### src/rtl/conv1d_mac_scheduler_pkg.sv
// Shared default widths and the scheduler state encoding for the conv1d MAC scheduler.
package conv1d_pkg;

  localparam int DEF_DATA_W  = 8;
  localparam int DEF_ACC_W   = 16;
  localparam int DEF_NUM_MAC = 4;

  typedef enum logic [2:0] {
    IDLE,
    CLR,
    RUN,
    TAIL,
    WAIT,
    OUT
  } state_t;

endpackage

### src/rtl/conv1d_mac_scheduler_if.sv
// Control, memory, MAC-array and result signals of the conv1d scheduler.
// The master modport is the scheduler side; slave is the surrounding environment.
interface conv1d_mac_scheduler_if
  import conv1d_pkg::*;
#(
  parameter int DATA_W  = DEF_DATA_W,
  parameter int ACC_W   = DEF_ACC_W,
  parameter int NUM_MAC = DEF_NUM_MAC
);
  logic                       start;
  logic                       busy;
  logic                       done;
  logic [7:0]                 x_addr;
  logic [DATA_W-1:0]          x_rdata;
  logic [3:0]                 w_addr;
  logic [NUM_MAC*DATA_W-1:0]  w_rdata;
  logic                       mac_clear;
  logic                       mac_valid;
  logic [DATA_W-1:0]          mac_x;
  logic [NUM_MAC*DATA_W-1:0]  mac_w;
  logic [NUM_MAC*ACC_W-1:0]   mac_psum;
  logic                       res_valid;
  logic                       res_ready;
  logic [NUM_MAC*ACC_W-1:0]   res_data;
  logic [7:0]                 res_idx;

  modport master (
    input  start, x_rdata, w_rdata, mac_psum, res_ready,
    output busy, done, x_addr, w_addr, mac_clear, mac_valid, mac_x, mac_w,
           res_valid, res_data, res_idx
  );

  modport slave (
    output start, x_rdata, w_rdata, mac_psum, res_ready,
    input  busy, done, x_addr, w_addr, mac_clear, mac_valid, mac_x, mac_w,
           res_valid, res_data, res_idx
  );
endinterface

### src/rtl/conv1d_addr_gen.sv
// Output-position (p) and tap (k) counters; x_addr = p+k, w_addr = k, combinational from the counters.
module conv1d_addr_gen #(
  parameter int KERNEL_LEN = 5,
  parameter int IN_LEN     = 32
) (
  input  logic       clk,
  input  logic       rst_n,
  input  logic       p_clr,
  input  logic       p_inc,
  input  logic       k_clr,
  input  logic       k_inc,
  output logic [7:0] p,
  output logic [7:0] x_addr,
  output logic [3:0] w_addr,
  output logic       last_k,
  output logic       last_p
);
  localparam logic [7:0] P_LAST = 8'(IN_LEN - KERNEL_LEN);
  localparam logic [3:0] K_LAST = 4'(KERNEL_LEN - 1);

  logic [3:0] k;

  always_ff @(posedge clk or negedge rst_n) begin
    if (!rst_n) begin
      p <= '0;
    end else if (p_clr) begin
      p <= '0;
    end else if (p_inc) begin
      p <= p + 8'd1;
    end
  end

  always_ff @(posedge clk or negedge rst_n) begin
    if (!rst_n) begin
      k <= '0;
    end else if (k_clr) begin
      k <= '0;
    end else if (k_inc) begin
      k <= k + 4'd1;
    end
  end

  assign x_addr = p + {4'd0, k};
  assign w_addr = k;
  assign last_k = (k == K_LAST);
  assign last_p = (p == P_LAST);
endmodule

### src/rtl/conv1d_mac_scheduler.sv
// Drives a conv1d MAC array per output position: CLR, KERNEL_LEN issue cycles, TAIL, WAIT, OUT (>= KERNEL_LEN+4 cycles).
// res_ready low parks the FSM in OUT with res_data/res_idx held and the MAC array idle.
module conv1d_mac_scheduler
  import conv1d_pkg::*;
#(
  parameter int KERNEL_LEN = 5,
  parameter int IN_LEN     = 32,
  parameter int DATA_W     = DEF_DATA_W,
  parameter int ACC_W      = DEF_ACC_W,
  parameter int NUM_MAC    = DEF_NUM_MAC
) (
  input logic                    clk,
  input logic                    rst_n,
  conv1d_mac_scheduler_if.master bus
);
  state_t                    state, state_nxt;
  logic                      p_clr, p_inc, k_clr, k_inc;
  logic                      last_k, last_p;
  logic [7:0]                p;
  logic [7:0]                x_addr;
  logic [3:0]                w_addr;
  logic                      issue_d;
  logic                      done_q;
  logic [NUM_MAC*ACC_W-1:0]  res_q;
  logic [7:0]                idx_q;
  logic [DATA_W-1:0]         x_gated;
  logic [NUM_MAC*DATA_W-1:0] w_gated;

  conv1d_addr_gen #(
    .KERNEL_LEN (KERNEL_LEN),
    .IN_LEN     (IN_LEN)
  ) u_addr_gen (
    .clk    (clk),
    .rst_n  (rst_n),
    .p_clr  (p_clr),
    .p_inc  (p_inc),
    .k_clr  (k_clr),
    .k_inc  (k_inc),
    .p      (p),
    .x_addr (x_addr),
    .w_addr (w_addr),
    .last_k (last_k),
    .last_p (last_p)
  );

  always_ff @(posedge clk or negedge rst_n) begin
    if (!rst_n) begin
      state <= IDLE;
    end else begin
      state <= state_nxt;
    end
  end

  always_comb begin
    state_nxt = state;
    p_clr     = 1'b0;
    p_inc     = 1'b0;
    k_clr     = 1'b0;
    k_inc     = 1'b0;
    case (state)
      IDLE: begin
        if (bus.start) begin
          state_nxt = CLR;
          p_clr     = 1'b1;
          k_clr     = 1'b1;
        end
      end
      CLR: begin
        k_clr     = 1'b1;
        state_nxt = RUN;
      end
      RUN: begin
        if (last_k) begin
          k_clr     = 1'b1;
          state_nxt = TAIL;
        end else begin
          k_inc = 1'b1;
        end
      end
      TAIL: state_nxt = WAIT;
      WAIT: state_nxt = OUT;
      OUT: begin
        if (bus.res_ready) begin
          if (last_p) begin
            p_clr     = 1'b1;
            state_nxt = IDLE;
          end else begin
            p_inc     = 1'b1;
            state_nxt = CLR;
          end
        end
      end
      default: state_nxt = IDLE;
    endcase
  end

  // Memory data returns one cycle after the address, so the MAC strobe trails the issue cycle by one.
  always_ff @(posedge clk or negedge rst_n) begin
    if (!rst_n) begin
      issue_d <= 1'b0;
      done_q  <= 1'b0;
      res_q   <= '0;
      idx_q   <= '0;
    end else begin
      issue_d <= (state == RUN);
      done_q  <= (state == OUT) && bus.res_ready && last_p;
      if (state == WAIT) begin
        res_q <= bus.mac_psum;
        idx_q <= p;
      end
    end
  end

  assign x_gated = issue_d ? bus.x_rdata : {DATA_W{1'b0}};
  assign w_gated = issue_d ? bus.w_rdata : {(NUM_MAC*DATA_W){1'b0}};

  assign bus.busy      = (state != IDLE);
  assign bus.done      = done_q;
  assign bus.x_addr    = x_addr;
  assign bus.w_addr    = w_addr;
  assign bus.mac_clear = (state == CLR);
  assign bus.mac_valid = issue_d;
  assign bus.mac_x     = x_gated;
  assign bus.mac_w     = w_gated;
  assign bus.res_valid = (state == OUT);
  assign bus.res_data  = res_q;
  assign bus.res_idx   = idx_q;
endmodule

### src/flat_wrapper.sv
// flat-port wrapper written by rule: the top's interface ports become plain ports
module conv1d_mac_scheduler_flat import conv1d_pkg::*;
#(
  parameter int KERNEL_LEN = 5,
  parameter int IN_LEN     = 32,
  parameter int DATA_W     = DEF_DATA_W,
  parameter int ACC_W      = DEF_ACC_W,
  parameter int NUM_MAC    = DEF_NUM_MAC
)
  (clk, rst_n, bus_start, bus_x_rdata, bus_w_rdata, bus_mac_psum, bus_res_ready, bus_busy, bus_done, bus_x_addr, bus_w_addr, bus_mac_clear, bus_mac_valid, bus_mac_x, bus_mac_w, bus_res_valid, bus_res_data, bus_res_idx);
  conv1d_mac_scheduler_if #(.DATA_W(DATA_W), .ACC_W(ACC_W), .NUM_MAC(NUM_MAC)) bus_i ();
  input logic clk;
  input logic rst_n;
  input wire logic [$bits(bus_i.start)-1:0] bus_start;
  input wire logic [$bits(bus_i.x_rdata)-1:0] bus_x_rdata;
  input wire logic [$bits(bus_i.w_rdata)-1:0] bus_w_rdata;
  input wire logic [$bits(bus_i.mac_psum)-1:0] bus_mac_psum;
  input wire logic [$bits(bus_i.res_ready)-1:0] bus_res_ready;
  output wire logic [$bits(bus_i.busy)-1:0] bus_busy;
  output wire logic [$bits(bus_i.done)-1:0] bus_done;
  output wire logic [$bits(bus_i.x_addr)-1:0] bus_x_addr;
  output wire logic [$bits(bus_i.w_addr)-1:0] bus_w_addr;
  output wire logic [$bits(bus_i.mac_clear)-1:0] bus_mac_clear;
  output wire logic [$bits(bus_i.mac_valid)-1:0] bus_mac_valid;
  output wire logic [$bits(bus_i.mac_x)-1:0] bus_mac_x;
  output wire logic [$bits(bus_i.mac_w)-1:0] bus_mac_w;
  output wire logic [$bits(bus_i.res_valid)-1:0] bus_res_valid;
  output wire logic [$bits(bus_i.res_data)-1:0] bus_res_data;
  output wire logic [$bits(bus_i.res_idx)-1:0] bus_res_idx;
  assign bus_i.start = bus_start;
  assign bus_i.x_rdata = bus_x_rdata;
  assign bus_i.w_rdata = bus_w_rdata;
  assign bus_i.mac_psum = bus_mac_psum;
  assign bus_i.res_ready = bus_res_ready;
  assign bus_busy = bus_i.busy;
  assign bus_done = bus_i.done;
  assign bus_x_addr = bus_i.x_addr;
  assign bus_w_addr = bus_i.w_addr;
  assign bus_mac_clear = bus_i.mac_clear;
  assign bus_mac_valid = bus_i.mac_valid;
  assign bus_mac_x = bus_i.mac_x;
  assign bus_mac_w = bus_i.mac_w;
  assign bus_res_valid = bus_i.res_valid;
  assign bus_res_data = bus_i.res_data;
  assign bus_res_idx = bus_i.res_idx;
  conv1d_mac_scheduler #(.KERNEL_LEN(KERNEL_LEN), .IN_LEN(IN_LEN), .DATA_W(DATA_W), .ACC_W(ACC_W), .NUM_MAC(NUM_MAC)) u_core (.clk(clk), .rst_n(rst_n), .bus(bus_i));
endmodule
### config.mk
export PLATFORM = sky130hd
export DESIGN_NAME = conv1d_mac_scheduler_flat
export DESIGN_NICKNAME = d
export VERILOG_FILES = /design/src/rtl/conv1d_mac_scheduler_pkg.sv /design/src/rtl/conv1d_mac_scheduler_if.sv /design/src/rtl/conv1d_addr_gen.sv /design/src/rtl/conv1d_mac_scheduler.sv /design/src/flat_wrapper.sv
export SDC_FILE = /design/constraint.sdc
export NUM_CORES = 1
export LEC_CHECK = 0
export CORE_AREA = 4 4 116 118
export DETAILED_ROUTE_END_ITERATION = 7
export DIE_AREA = 0 0 120 122
export GPL_ROUTABILITY_DRIVEN = 0
export PLACE_DENSITY = 0.83
export SLEW_MARGIN = 20
export SYNTH_ARGS = -nofsm -noshare
export SYNTH_HDL_FRONTEND = slang
export SYNTH_HIERARCHICAL = 1
export SYNTH_SLANG_ARGS = --single-unit
### constraint.sdc
create_clock -name clk -period 2.4 [get_ports clk]
set_clock_uncertainty 0.15 [all_clocks]
set_input_delay 0.6 -clock clk [delete_from_list [all_inputs] [get_ports clk]]
set_output_delay 0.6 -clock clk [all_outputs]
set_load 0.05 [all_outputs]
* Yosys cells after proc, flatten, opt, wreduce, memory -nomap -nowiden
Index checks and enable logic that the tools add are counted.
Storage, ports and cells: register bits 89, input bits 108, output and inout bits 129, logic and storage cells 49
Cells by class: $add $sub $neg 3, eq/ne operators 10, mux-type cells 22, reductions and logical operators 7
Operators by type and width (count):
- $mux W32 | 1
- $mux W8 | 3
- $pmux W3 S6 | 1
- $mux W1 | 10
- $mux W3 | 3
- $add A8 B1 Y8 const B | 1
- $add A8 B4 Y8 | 1
- $eq A8 B5 Y1 const B | 1
- $mux W4 | 2
- $eq A3 B2 Y1 const B | 2
- $eq A3 B3 Y1 const B | 2
- $add A4 B1 Y4 const B | 1
- $eq A4 B3 Y1 const B | 1
- $ne A2 B2 Y1 const B | 2
- $reduce_bool A2 Y1 | 2
- $eq A3 B1 Y1 const B | 1
- $logic_not A3 Y1 | 1
- $pmux W1 S3 | 1
- $reduce_and A3 Y1 | 1
- $reduce_bool A3 Y1 | 1
- $logic_and A1 B1 Y1 | 2
- $ne A2 B1 Y1 const B | 1
- $pmux W1 S2 | 1

* Logic depth before layout (Yosys ltp)
depth after elaboration 6, mapped depth 10, depth with buffers taken out 9

* By module
The synthesis kept the hierarchy.
Modules (own cells, without submodules):
- conv1d_mac_scheduler | times used 1, cells an instance 228, area an instance 3584.7 µm², sequential area each 1926.8 µm²
- conv1d_addr_gen | times used 1, cells an instance 87, area an instance 807.0 µm², sequential area each 300.3 µm²

* Least setup slack after synthesis
No wires, ideal clock.
path kind register -> output, start point reg u_core.u_addr_gen.k[0], in the netlist u_core/u_addr_gen/w_addr[0], end point out bus_x_addr[6], data arrival time 2618 ps, data required time 1650 ps, path slack -968 ps, stages on the path, launching flop included 8, buffers on the path 0, path through dfrtp_1 > ha_1 > inv_1 > fa_1 > nor2b_1 > o21ai_0 > a21o_1 > xnor2_1
Between the ends: word-level cells in the longest chain between the ends 1
Ends and longest elaborated chain:
- start: declaration | RTL line conv1d_addr_gen.sv:21 | logic [3:0] k;
- start signal: assignment | RTL line conv1d_addr_gen.sv:39 | k <= k + 4'd1;
- $add A8 B4 Y8 | RTL line conv1d_addr_gen.sv:43 | assign x_addr = p + {4'd0, k};
- end: declaration | RTL line flat_wrapper.sv:21 | output wire logic [$bits(bus_i.x_addr)-1:0] bus_x_addr;
No other way between the ends.

* Worst setup path in the final report
start point reg u_core.u_addr_gen.p[1], end point out bus_x_addr[6]
Between the ends: word-level cells in the longest chain between the ends 1
Ends and longest elaborated chain:
- start: declaration | RTL line conv1d_addr_gen.sv:12 | output logic [7:0] p,
- start signal: assignment | RTL line conv1d_addr_gen.sv:29 | p <= p + 8'd1;
- $add A8 B4 Y8 | RTL line conv1d_addr_gen.sv:43
No other way between the ends.

==> results by group <==
Power and ir drop
  • Cell Pwr Density: around 1400 mW/mm^2
  • Seq pwr share: 0.228
  • Total power: ~11 mW
  • Clk pwr share: 0.139
  • Leakage power: about 3.5 nW
  • NetSw: about 5 mW
  • Internal Dissipation: between 6 and 7 mW
  • Sw Share: 0.452
  • Maximum vdd drop: 634 uV
  • Comb pwr share: 0.633

Worst setup path
  • CP Launch Type: register
  • Crit Path Class: reg2out
  • Crit path max fanout: 3
  • Req. time, crit path: 1.65 ns
  • CP Capture Type: output port
  • CP Data Arrival Time: roughly 2.0 ns
  • Critical path's slowest cell: dfrtp_1
  • Max incr delay on CP: 0.44 ns
  • Worst path cell trace: inv_2 -> fa_2 -> nor2b_2 -> o21ai_2 -> a21o_1 -> xnor2_4 -> buf_12

STA
  • Worst-margin pin slew: 0.553 ns
  • Final worst slack: -0.328 ns
  • Fin crit period: about 2.7 ns
  • Final setup fails: 6
  • Slew Viols, Final: 0
  • Rel. slew slack: 0.631
  • Final hold slack: about 0.089 ns
  • Maximum clock rate: approximately 370 MHz
  • Unrepaired setup endpoints after global routing: yes
  • Final hold vios: 0
  • Final period utilization: 1.14

Logic synthesis
  • Unique masters post-synth: 36
  • Number of flops mapped to enable cells by yosys: 0
  • Post-synthesis sequential area ratio: 0.507
  • Ys flop type: dfrtp_1
  • Synth cell count leaders: dfrtp_1, mux2_4, and2_1
  • Syn_nets: between 400 and 500
  • Share of Yosys cell area claimed by the top area cell type: 0.507
  • Post-synthesis register bit count: 89
  • YS warnings: 6
  • Synthesized area per cell: about 14 um^2
  • Mapped Area: between 0.004 and 0.005 mm^2
  • Area leader, netlist: dfrtp_1
  • Top post-synthesis cells by area: dfrtp_1, mux2_4, and2_1, buf_12, xnor2_1
  • Asr flop ratio synth: 1.00
  • Post-Syn Instances: 315
  • Top-count cell post-synth: dfrtp_1

Clock tree
  • Worst-Skew Late Latency: between 0.3 and 0.4 ns
  • TritonCTS Sinks: between 80 and 90
  • Num CTS Buffers: 9
  • Max clock buf depth: 2
  • Root buf cell: clkbuf_16
  • Hold-fix buffers, CTS: 0
  • H-tree lvl count: 3
  • Clock-pin slew on the worst setup and hold paths: approximately 0.070 ns
  • CTS tree: built

Layout
  • Layout area overhead: 84.1%
  • Layout cell share with drive strength beyond 1: 0.367
  • Antenna diodes: 0
  • Fillers: ~890
  • Fin nets: slightly below 700
  • Post-Route Utilization: 0.648

Job
  • Max Cap Viol: 0

Route
  • Final ANT Viol Nets: 0
  • Starting DRT DRC Count: between 150 and 200
  • Drt wl/cell: between 15 and 20 um
  • Drt total wl: about 14,000 um
  • Vias: between 3,000 and 4,000
  • Pre-antenna DRT Iters: 4
  • Routed vias/inst: 4.60
  • Drc violations: 0

Global route
  • Initial antenna violation count: 0
  • First-pass GRT wire length: 22,300 um
  • Remaining global-route overflow: 0
  • Vias in the first global route: about 3,700
  • Total global-route track usage: 0.198
  • Largest net degree at the start of global routing: 47

Status
  • Failing checks: setup timing
  • Status: finished, violations left

Floorplanning
  • Die Width: approximately 120 um
  • Core Area: about 0.012 mm^2
  • # rows: 41
  • Initial Utilization: 0.352
  • Die area: approximately 0.015 mm^2
  • IO Pins: ~240
  • Die height: approximately 120 um

Placement
  • Pre-CTS WS: -0.0367 ns
  • Post-DP HPWL: around 11,000 um
  • IO Port Bufs: around 240

Min path
  • Worst min-delay path class: in2async
[cell usage in the layout (no fill, tap or decap), types with 4 or more instances in the layout]
cell type	instances
dfrtp_1	84
ha_4	5
nand2_1	9
nor2_1	16
mux2_4	70
inv_2	4
buf_12	53
buf_4	32
xnor2_4	5
dfrtp_2	5
xnor2_1	6
clkdlybuf4s50_1	176
clkbuf_16	9
and2_1	41
inv_1	6
[per-stage QoR]
stage,area [um^2],instances,TNS [ns]
2_1_floorplan,4520,315,-0.452
3_3_place_gp,7580,730,0
3_5_place_dp,7580,730,-0.0367
4_1_cts,8010,750,-1.45
5_1_grt,8080,752,-2.11
6_report,8080,752,-1.37
[power by group through the flow]
| stage | Sequential [mW] | Combinational, mW | Clock (mW) |
|---|---|---|---|
| floorplan | 4.56 | 2.44 | 0 |
| global placement | 2.49 | 6.87 | 0 |
| detailed placement | 2.55 | 6.96 | 0 |
| CTS | 2.53 | 7.02 | 1.58 |
| global route | 2.62 | 7.24 | 1.64 |
| finish | 2.52 | 7.00 | 1.54 |
[cell type report]
type / count / area (um^2) / area share
clock inverter: 6 / 90.1 / 0.0111
clock buffer: 10 / 239 / 0.0296
inverter: 10 / 37.5 / 0.00464
sequential: 89 / 2230 / 0.276
timing repair buffer: 264 / 3090 / 0.382
tap: 172 / 215 / 0.0266
multi-input combinational: 201 / 2180 / 0.269
[layer usage]
layer	wire [um]	share of wire	up-vias	track usage
li1	-	-	1581	-
met1	5550	0.39	1745	0.235
met2	7550	0.53	123	0.349
met3	997	0.070	12	0.0539
met4	188	0.013	0	0.0616
met5	0	0	-	0
[cells by family after synthesis]
logic type | after synthesis | share of synthesized area
and+or+nand+nor | 89 | 0.115
DFF | 89 | 0.507
muxes | 75 | 0.251
buffers and inverters | 25 | 0.0530
AOI/OAI and AO/OA | 15 | 0.0214
xor gates and xnor gates | 14 | 0.0279
adders and majority gates | 8 | 0.0245
[timing repair]
| item | 4_1_cts | 5_1_grt |
|---|---|---|
| pin swaps | 8 | 12 |
| gates resized for setup | 16 | 15 |
| buffers inserted | 5 | 4 |
| setup endpoints to repair | 8 | 11 |
[flip-flops by register name (all words and copies together), names as in the netlist]
signal / count
u_core/bus.done: 1
u_core/bus.mac_valid: 1
u_core/bus.res_data: 64
u_core/bus.res_idx: 8
u_core/state: 3
u_core/u_addr_gen/p: 8
u_core/u_addr_gen/w_addr: 4
[path summary, 6_finish.rpt]
| kind | from | cells after the start | end | slack, ns |
|---|---|---|---|---|
| min in group clk | u_core/bus.res_data[32]$_DFFE_PN0P_ | 1 | u_core/bus.res_data[32]$_DFFE_PN0P_ | 0.36 |
| worst max register to register | u_core/u_addr_gen/p[0]$_DFFE_PN0P_ | 11 | u_core/u_addr_gen/p[6]$_DFFE_PN0P_ | 0.04 |
| max in group asynchronous | rst_n | 2 | u_core/u_addr_gen/w_addr[0]$_DFFE_PN0P_ | 1.34 |
| worst min-delay path | rst_n | 1 | u_core/bus.res_data[20]$_DFFE_PN0P_ | 0.09 |
| worst min register to register | u_core/bus.res_data[32]$_DFFE_PN0P_ | 1 | u_core/bus.res_data[32]$_DFFE_PN0P_ | 0.36 |
| worst max-delay path | u_core/u_addr_gen/p[1]$_DFFE_PN0P_ | 7 | bus_x_addr[6] | -0.33 |
[critical path, delay by kind of cell, from the launching register on]
| family | cells | cell delay, ns |
|---|---|---|
| compound gates | 2 | 0.28 |
| xor+xnor | 1 | 0.17 |
| fa+ha+maj | 1 | 0.40 |
| buf+inv | 2 | 0.22 |
| flops | 1 | 0.44 |
| simple gates | 1 | 0.13 |
Power figures use the tool's default switching activity.
==> RTL edit (same flow settings) <==
The 6 states of `state_t` get a one-hot encoding in 6 bits.
--- a/src/rtl/conv1d_mac_scheduler_pkg.sv
+++ b/src/rtl/conv1d_mac_scheduler_pkg.sv
@@ -5,13 +5,13 @@
   localparam int DEF_ACC_W   = 16;
   localparam int DEF_NUM_MAC = 4;
 
-  typedef enum logic [2:0] {
-    IDLE,
-    CLR,
-    RUN,
-    TAIL,
-    WAIT,
-    OUT
+  typedef enum logic [5:0] {
+    IDLE = 6'b000001,
+    CLR  = 6'b000010,
+    RUN  = 6'b000100,
+    TAIL = 6'b001000,
+    WAIT = 6'b010000,
+    OUT  = 6'b100000
   } state_t;
 
 endpackage
Behaviour: same outputs for any inputs over 10 cycles, from zero or initial values and one cycle with rst_n low; not proved beyond that.
==> RTL edit against the original RTL <==
- the run still ends with setup timing left
- non-clock buffer count rose by 3
- register-to-register slack improved by 0.05 ns
- largest cell class unchanged
- area after synthesis down 6.1%
- via count is 0.32% higher
- first-iteration DRC count decreased by 58%
- worst setup slack lost 0.051 ns
- routed wire length fell by 13%
- sequential cell count rose by 3
- synthesized cell count up 2.9%
- critical endpoint unchanged
- final area is 2.0% lower
- fmax shrank 1.8%
Power is not compared: it rests on default switching activity, and its combinational part moved more than twofold at a synthesized area within 25%.
==> RTL edit: results (changes against the original RTL) <==
- The flow ran to the end, but the final reports show violations.
- The final reports fail on setup timing.
- The startpoint of the most critical setup path is u_core/u_addr_gen/p[0]$_DFFE_PN0P_.
- The number of global-route vias before repair is 3868 (+3.3%).
- The detailed-routed wire length on met2 was 6815 µm (-9.7%).
- The worst path setup slack after routing was -0.3792 ns (-0.05075 ns).
- Sorting the synthesized cells by how often they occur yields sky130_fd_sc_hd__dfrtp_1, sky130_fd_sc_hd__mux2_2, sky130_fd_sc_hd__and2_1.
- The number of violations reported at the end of detailed-routing iteration 0 is 64 (-58%).
- The post-detailed-placement cell area is 7461 µm² (-1.6%).
- The number of buffers inserted for hold repair after clock tree synthesis is 1 (+1).
- The worst register-to-register path begins at u_core/state[4]$_DFFE_PN0P_.
- The mux cell area share after synthesis came to 0.2015 (-0.04983).
- The met2 track utilization from global routing is 0.3203 (-0.02915).
- The fraction of layout instances using a drive strength above 1 is 0.3558 (-0.01142).
- The pin count of the biggest net entering global routing is 49 (+4.3%).
- The global-route wire length before repair was 19370 µm (-13%).
- The total negative slack for setup checks was -1.589 ns (-0.2183 ns).
- The relative slew slack was 0.6232 (-0.007830).
- On the critical path the largest part of the delay comes from adder cells.
- The final cell count without fillers is 765 (+1.7%).
- The final setup violation count came to 6 (unchanged).
- The unique cell type count in the Yosys netlist is 41 (+14%).
- The longest individual stage delay on the worst path was 0.39 ns (-0.05 ns).
- The minimum hold slack is 0.3569 ns (+0.2675 ns).
- The post-synthesis compound-gate area fraction is 0.02670 (+0.005332).
- The final net count was 704 (+1.9%).
- By area the synthesized netlist is led by sky130_fd_sc_hd__dfrtp_1, sky130_fd_sc_hd__mux2_2, sky130_fd_sc_hd__and2_1.
- The average via count per standard cell is 4.539 (-1.4%).
- The met3 track utilization from global routing is 0.04921 (-0.004643).
- The critical-path maximum fanout is 2 (-1).
- The fill cell instance count of the final layout is 948 (+6.4%).
- The overall track demand over capacity in global routing was 0.1666 (-0.03118).
- The arrival time reported for the critical path endpoint came to 2.03 ns (+0.05 ns).
- The synthesized netlist net count was 440 (+2.1%).
- The share of synthesized area occupied by flip-flops and latches was 0.5586 (+0.05143).
- The register-to-register setup slack is 0.09 ns (+0.05 ns).
- The met1 routing resource usage after global routing came to 0.1723 (-0.06268).
- The count of placed standard cells including taps is 742 (+1.6%).
- The instance count of the mapped netlist was 324 (+2.9%).
- The routed length on met1 is 4439 µm (-20%).
RTL edit: cell types whose count changed in the layout (fill, tap and decap cells not counted), sizes merged, moves of 2 or more:
cell,before,now
nand2b,2,0
dfrtp,89,91
nand3,3,5
clkinv,3,1
clkdlybuf4s50,176,181
o22ai,0,2
inv,11,13
nand3b,0,2
clkbuf,10,13
dlygate4sd2,2,0
RTL edit: final cells by class:
cell class / instances / area (µm²) / area share
sequential: 92 / 2311 / 0.2916
inverter: 13 / 48.80 / 0.006158
multi-input combinational: 205 / 1938 / 0.2446
clock buffer: 13 / 250.2 / 0.03158
clock inverter: 3 / 46.29 / 0.005842
timing repair buffer: 267 / 3114 / 0.3930
tap: 172 / 215.2 / 0.02716
RTL edit: cell families after synthesis:
kind of cell | count (synthesis)
mux | 74
buf+inv | 27
fa+ha+maj | 8
simple gates | 91
flops | 92
xor+xnor | 15
compound gates | 17
